===== config.mk =====
export PLATFORM = sky130hd
export DESIGN_NAME = user_key_debouncer_flat
export DESIGN_NICKNAME = d
export VERILOG_FILES = /design/src/rtl/key_db_pkg.sv /design/src/rtl/user_key_debouncer_if.sv /design/src/rtl/key_debounce_cell.sv /design/src/rtl/user_key_debouncer.sv /design/src/flat_wrapper.sv
export SDC_FILE = /design/constraint.sdc
export NUM_CORES = 1
export LEC_CHECK = 0
export ABC_AREA = 0
export BUFFER_PORTS_ARGS = -buffer_cell sky130_fd_sc_hd__buf_2
export CAP_MARGIN = 10
export CORE_MARGIN = 1
export CORE_UTILIZATION = 35
export CTS_BUF_LIST = sky130_fd_sc_hd__clkbuf_4
export CTS_CLUSTER_SIZE = 16
export DETAILED_ROUTE_END_ITERATION = 12
export PLACE_DENSITY = 0.49
export SKIP_CTS_REPAIR_TIMING = 1
export SYNTH_ARGS = -nofsm -noshare
export SYNTH_HDL_FRONTEND = slang
export SYNTH_SLANG_ARGS = --single-unit

===== constraint.sdc =====
create_clock -name clk -period 8.29 [get_ports clk]
set_input_delay 0.829 -clock clk [delete_from_list [all_inputs] [get_ports clk]]
set_output_delay 0.829 -clock clk [all_outputs]
set_load 0.03 [all_outputs]

===== src/rtl/key_db_pkg.sv =====
// rtl/key_db_pkg.sv - shared FSM encoding, register offsets and counter width for the key debouncer
package key_db_pkg;

    typedef enum logic [1:0] {
        ST_UP        = 2'd0,
        ST_PRESS_CHK = 2'd1,
        ST_DOWN      = 2'd2,
        ST_REL_CHK   = 2'd3
    } key_state_e;

    localparam logic [1:0] REG_STATE = 2'd0;
    localparam logic [1:0] REG_EVENT = 2'd1;
    localparam logic [1:0] REG_MASK  = 2'd2;
    localparam logic [1:0] REG_RAW   = 2'd3;

    localparam int CNT_W = 20;

endpackage


===== src/rtl/user_key_debouncer_if.sv =====
// rtl/user_key_debouncer_if.sv - register bus between the south bridge and the key debouncer
interface user_key_debouncer_if;
    logic [7:0]  Addr;
    logic        WE;
    logic [31:0] Din;
    logic [31:0] Dout;
    logic        IRQ;

    modport master (output Addr, output WE, output Din, input Dout, input IRQ);
    modport slave  (input Addr, input WE, input Din, output Dout, output IRQ);
endinterface


===== src/rtl/key_debounce_cell.sv =====
// rtl/key_debounce_cell.sv - one key: synchronizer, debounce FSM and counter, accept strobes
module key_debounce_cell
    import key_db_pkg::*;
#(
    parameter int DB_CYCLES   = 250000,
    parameter int SYNC_STAGES = 2
) (
    input  logic clk,
    input  logic reset,
    input  logic key_n,
    output logic sync,
    output logic level,
    output logic press_evt,
    output logic release_evt
);

    // The counter starts at 0 on the first stable cycle, so the final stable cycle sees DB_CYCLES-2.
    localparam logic [CNT_W-1:0] LAST = CNT_W'(DB_CYCLES - 2);

    logic [SYNC_STAGES-1:0] sync_ff;
    key_state_e             st;
    logic [CNT_W-1:0]       cnt;
    logic                   at_last;

    always_ff @(posedge clk or posedge reset) begin
        if (reset) begin
            sync_ff <= '1;
        end else begin
            sync_ff <= {sync_ff[SYNC_STAGES-2:0], key_n};
        end
    end

    assign sync        = ~sync_ff[SYNC_STAGES-1];
    assign at_last     = (cnt == LAST);
    assign press_evt   = (st == ST_PRESS_CHK) && sync && at_last;
    assign release_evt = (st == ST_REL_CHK) && !sync && at_last;

    always_ff @(posedge clk or posedge reset) begin
        if (reset) begin
            st    <= ST_UP;
            cnt   <= '0;
            level <= 1'b0;
        end else begin
            case (st)
                ST_UP: begin
                    cnt <= '0;
                    if (sync) st <= ST_PRESS_CHK;
                end
                ST_PRESS_CHK: begin
                    if (!sync) begin
                        st  <= ST_UP;
                        cnt <= '0;
                    end else if (at_last) begin
                        st    <= ST_DOWN;
                        cnt   <= '0;
                        level <= 1'b1;
                    end else begin
                        cnt <= cnt + 1'b1;
                    end
                end
                ST_DOWN: begin
                    cnt <= '0;
                    if (!sync) st <= ST_REL_CHK;
                end
                ST_REL_CHK: begin
                    if (sync) begin
                        st  <= ST_DOWN;
                        cnt <= '0;
                    end else if (at_last) begin
                        st    <= ST_UP;
                        cnt   <= '0;
                        level <= 1'b0;
                    end else begin
                        cnt <= cnt + 1'b1;
                    end
                end
                default: begin
                    st  <= ST_UP;
                    cnt <= '0;
                end
            endcase
        end
    end

endmodule


===== src/rtl/user_key_debouncer.sv =====
// rtl/user_key_debouncer.sv - 8-key debouncer with STATE/EVENT/MASK/RAW registers and IRQ
// Optional feature: KEY_RELEASE_EVT_EN adds release events in EVENT[15:8].
module user_key_debouncer
    import key_db_pkg::*;
#(
    parameter int DB_CYCLES   = 250000,
    parameter int SYNC_STAGES = 2
) (
    input  logic                       clk,
    input  logic                       reset,
    input  logic [7:0]                 user_key,
    user_key_debouncer_if.slave        bus
);

    logic [7:0]  sync_vec;
    logic [7:0]  state_vec;
    logic [7:0]  press_vec;
    logic [7:0]  rel_vec;
    logic [7:0]  ev_press;
    logic [7:0]  ev_rel;
    logic [7:0]  mask;
    logic        irq;
    logic [1:0]  offset;
    logic        wr_event;
    logic        wr_mask;
    logic [31:0] dout;

    for (genvar k = 0; k < 8; k++) begin : g_key
        key_debounce_cell #(
            .DB_CYCLES   (DB_CYCLES),
            .SYNC_STAGES (SYNC_STAGES)
        ) u_cell (
            .clk         (clk),
            .reset       (reset),
            .key_n       (user_key[k]),
            .sync        (sync_vec[k]),
            .level       (state_vec[k]),
            .press_evt   (press_vec[k]),
            .release_evt (rel_vec[k])
        );
    end

    assign offset   = bus.Addr[3:2];
    assign wr_event = bus.WE && (offset == REG_EVENT);
    assign wr_mask  = bus.WE && (offset == REG_MASK);

    // A new event is OR-ed in after the clear so it survives a same-cycle W1C.
    always_ff @(posedge clk or posedge reset) begin
        if (reset) begin
            ev_press <= '0;
            mask     <= '0;
            irq      <= 1'b0;
        end else begin
            ev_press <= (ev_press & ~(wr_event ? bus.Din[7:0] : 8'h00)) | press_vec;
            if (wr_mask) mask <= bus.Din[7:0];
            irq <= |((ev_press | ev_rel) & mask);
        end
    end

`ifdef KEY_RELEASE_EVT_EN
    always_ff @(posedge clk or posedge reset) begin
        if (reset) begin
            ev_rel <= '0;
        end else begin
            ev_rel <= (ev_rel & ~(wr_event ? bus.Din[15:8] : 8'h00)) | rel_vec;
        end
    end

    wire unused_bits = ^{bus.Addr[7:4], bus.Addr[1:0], bus.Din[31:16]};
`else
    assign ev_rel = 8'h00;

    wire unused_bits = ^{bus.Addr[7:4], bus.Addr[1:0], bus.Din[31:8], rel_vec};
`endif

    always_comb begin
        dout = '0;
        case (offset)
            REG_STATE: dout[7:0]  = state_vec;
            REG_EVENT: dout[15:0] = {ev_rel, ev_press};
            REG_MASK:  dout[7:0]  = mask;
            REG_RAW:   dout[7:0]  = sync_vec;
            default:   dout       = '0;
        endcase
    end

    assign bus.Dout = dout;
    assign bus.IRQ  = irq;

endmodule

===== src/flat_wrapper.sv =====
// flat-port wrapper written by rule: the top's interface ports become plain ports
module user_key_debouncer_flat import key_db_pkg::*;
#(
    parameter int DB_CYCLES   = 250000,
    parameter int SYNC_STAGES = 2
)
  (clk, reset, user_key, bus_Addr, bus_WE, bus_Din, bus_Dout, bus_IRQ);
  user_key_debouncer_if bus_i ();
  input  logic clk;
  input  logic reset;
  input  logic [7:0] user_key;
  input wire logic [$bits(bus_i.Addr)-1:0] bus_Addr;
  input wire logic [$bits(bus_i.WE)-1:0] bus_WE;
  input wire logic [$bits(bus_i.Din)-1:0] bus_Din;
  output wire logic [$bits(bus_i.Dout)-1:0] bus_Dout;
  output wire logic [$bits(bus_i.IRQ)-1:0] bus_IRQ;
  assign bus_i.Addr = bus_Addr;
  assign bus_i.WE = bus_WE;
  assign bus_i.Din = bus_Din;
  assign bus_Dout = bus_i.Dout;
  assign bus_IRQ = bus_i.IRQ;
  user_key_debouncer #(.DB_CYCLES(DB_CYCLES), .SYNC_STAGES(SYNC_STAGES)) u_core (.clk(clk), .reset(reset), .user_key(user_key), .bus(bus_i));
endmodule

==> out/results.txt <==
outcome -> completed
largest net degree at the start of global routing -> 108
initial antenna violation count -> 2
Clk Latency, worst-skew pair -> 700 ps
final WL -> 22.72 mm
Min Hold Slack -> 222.1 ps
DR WL/cell -> 14.32 um
total gr overflow -> 0
die area -> 31470 um2
type of origin of the critical path -> flop
via count -> 8084
fin cells -> 1586
P_leak -> 4.853 nW
vias in the first global route -> 8070
global-route wire length before repair -> 39.49 mm
slew of the pin with the lowest slew margin -> 796.8 ps
TritonCTS clock tree -> yes
synthesized area -> 10770 um2
worst-path fanout max -> 4
final setup violation count -> 0
area share of the largest cell type after synthesis -> 46.71%
worst path arrival time -> 2020 ps
Starting Density -> 35.95%
worst path required time -> 7460 ps
Max Cap Viol -> 0
H-tree depth -> 2
top post-synthesis cells by area -> dfrtp_1 47%, xnor2_1 4.6%, nor2_1 4.3%
Die H -> 177.4 um
Total GRT Usage -> 15.38%
Most used DFF post-synth -> dfrtp_1
YS warnings -> 0
Final Wtd Congestion -> 0.7616
clk_skew -> 43.98 ps
TritonCTS Buffers -> 61
Fill cells -> 3043
port buffer count -> 29
row count -> 63
CP max stage delay -> 570 ps
CP Class -> flop to output pin
chip width -> 177.4 um
Crit. End Element -> output pin
CTS Sinks -> 217
Power Dens Cells -> 184.3 nW/um2
Max Fclk -> 351.2 MHz
final worst setup slack -> 5442 ps
Top Layer Used -> met4
Area growth, synth to finish -> 12.36%
clk slew on worst S/H paths -> 70 ps
Clock Tree Root -> clkbuf_4
post-placement cell count -> 1470
FF+latch count, synth -> 217
Post-Synthesis Cells -> 1073
final hold viol count -> 0
Async SR Flop Fraction -> 100.0%
layout cells sized above 1 -> 14.66%
crit path cell chain -> inv_1, mux4_2, buf_2
Rel. slew slack -> 46.88%
ANT nets after route -> 0
Peak VDD IR -> 83.06 uV
WL met2 -> 10.39 mm
setup slack at placement -> 5163 ps
sequential cell area fraction in the yosys report -> 50.62%
detailed-route DRC error count -> 0
io pins -> 84
hpwl dp -> 14.93 mm
M1 wire length -> 10.89 mm
Min-Delay Path Class -> input port to asynchronous set/reset pin
number of flops mapped to enable cells by yosys -> 0
final slew viol count -> 0
RSZ-0062 raised after global routing -> no
Core Area -> 29950 um2
WL met3 -> 995 um
post-route minimum period -> 2848 ps
dominant cell type by area after synthesis -> dfrtp_1
Via density -> 5.097
worst-case clock buffer depth -> 3
Tcrit/Tclk final -> 34.35%
post-synth cell types -> 53
fin nets -> 1210
slowest stage cell, crit path -> dfstp_2
DRT Pass-1 Iters -> 4
Syn Area/Cell -> 10.04 um2
setup TNS -> 0 ps
initial drt markers -> 391
[metrics by stage]
| step | instance area [um2] | util, % | total power [mW] |
|---|---|---|---|
| 4_1_cts | 12090 | 40.38 | 2.286 |
| 3_5_place_dp | 11270 | 37.62 | 1.234 |
| 2_1_floorplan | 10850 | - | 1.202 |
| 6_report | 12100 | 40.39 | 2.230 |
| 5_1_grt | 12100 | 40.38 | 2.363 |
| 3_3_place_gp | 11270 | 37.62 | 1.233 |
[path summary, 6_finish.rpt]
check | startpoint | end | slack (ps) | cells after the start
worst max-delay path | u_core.g_key[0].u_cell.sync_ff[1] | bus_Dout[0] | 5440 | 3
worst min-delay path | reset | u_core.g_key[6].u_cell.cnt[15] | 220 | 2
worst max register to register | u_core.g_key[5].u_cell.cnt[10] | u_core.g_key[5].u_cell.cnt[14] | 6160 | 5
worst min register to register | u_core.g_key[4].u_cell.sync_ff[0] | u_core.g_key[4].u_cell.sync_ff[1] | 350 | 0
max in group asynchronous | reset | u_core.g_key[7].u_cell.cnt[1] | 6140 | 4
min in group clk | user_key[3] | u_core.g_key[3].u_cell.sync_ff[0] | 240 | 1
[cells by family after synthesis]
kind of cell	after synthesis	share of synthesized area (%)
AO/OA/AOI/OAI	147	8.355
XOR/XNOR	99	8.053
adder cells (fa/ha/maj)	16	1.859
buffers and inverters	101	4.369
flip-flops	217	50.62
multiplexers	23	3.172
other	1	0.03483
AND/OR/NAND/NOR	469	23.54
[cell usage in the layout, fill, tap and decap left out, drive strengths merged, types with 6 or more instances in the layout]
cell type    n
clkbuf      99
nand3       57
o21ai       35
or3         37
dfrtp      201
nor3        13
buf         38
or4         29
xnor2       57
nor4        25
a21oi       55
mux4         8
nor2       122
conb        24
clkinv      14
and2        15
dfstp       16
xor2        42
inv         47
o31ai       24
and3        12
nand4       45
mux2i        6
ha          16
o211ai       6
nand2       65
and4        20
nor4b       10
mux2         9
o41ai        6
[flip-flops by register name (all words and copies together) (netlist names), named ones only]
| signal | cells |
|---|---|
| u_core.mask | 8 |
| u_core.ev_press | 8 |
| u_core.g_key.u_cell.st | 8 |
| u_core.g_key.u_cell.sync_ff | 16 |
| u_core.g_key.u_cell.cnt | 160 |
| u_core.g_key.u_cell.level | 8 |
| u_core.bus.IRQ | 1 |
[critical path, delay by kind of cell (launching register included)]
family                 cells  cell delay, ps
buffers and inverters      2             260
flip-flops                 1             570
multiplexers               1             490
[final cells by class]
type,count,area [um2],area share (%)
Antenna cell,2,5.005,0.04137
Tap cell,390,488.0,4.033
Multi-Input combinational cell,778,4933,40.78
Inverter,47,183.9,1.520
Clock buffer,99,743.2,6.143
Clock inverter,15,82.58,0.6825
Timing Repair Buffer,38,212.7,1.758
Sequential cell,217,5450,45.05
[power by group]
part           leakage (nW)  internal [mW]  switching [mW]
sequential             2.93           1.08          0.0168
clock                 0.492          0.567           0.454
combinational          1.43         0.0317          0.0802
total                  4.85           1.68           0.551
[metal layers]
metal | global-route usage, % | up-vias
li1 | - | 4020
met1 | 20.54 | 3907
met2 | 24.50 | 113
met3 | 3.513 | 44
met4 | 5.164 | 0
met5 | 0 | -
[cell usage after synthesis (3+ instances only)]
cell and n:
and4_1 20, dfstp_2 16, nor4bb_1 4, inv_1 47, a22o_1 3, nand4_1 45, nand3_1 56, xor2_1 42
nor4b_1 10, nor4_1 25, o21ai_0 35, dfrtp_1 201, buf_4 24, nor3_1 13, nor2_1 122, a2bb2oi_1 4
clkbuf_1 28, or4_1 29, ha_1 16, mux2_2 9, o41ai_1 6, mux4_2 8, o211ai_1 6, nand4b_1 3
a21oi_1 55, mux2i_1 6, and2_1 15, and3_1 12, nand2_1 65, or3_1 37, nor2b_1 3, a22oi_1 4
xnor2_1 57, o31ai_1 24
(Power assumes the default switching activity.)
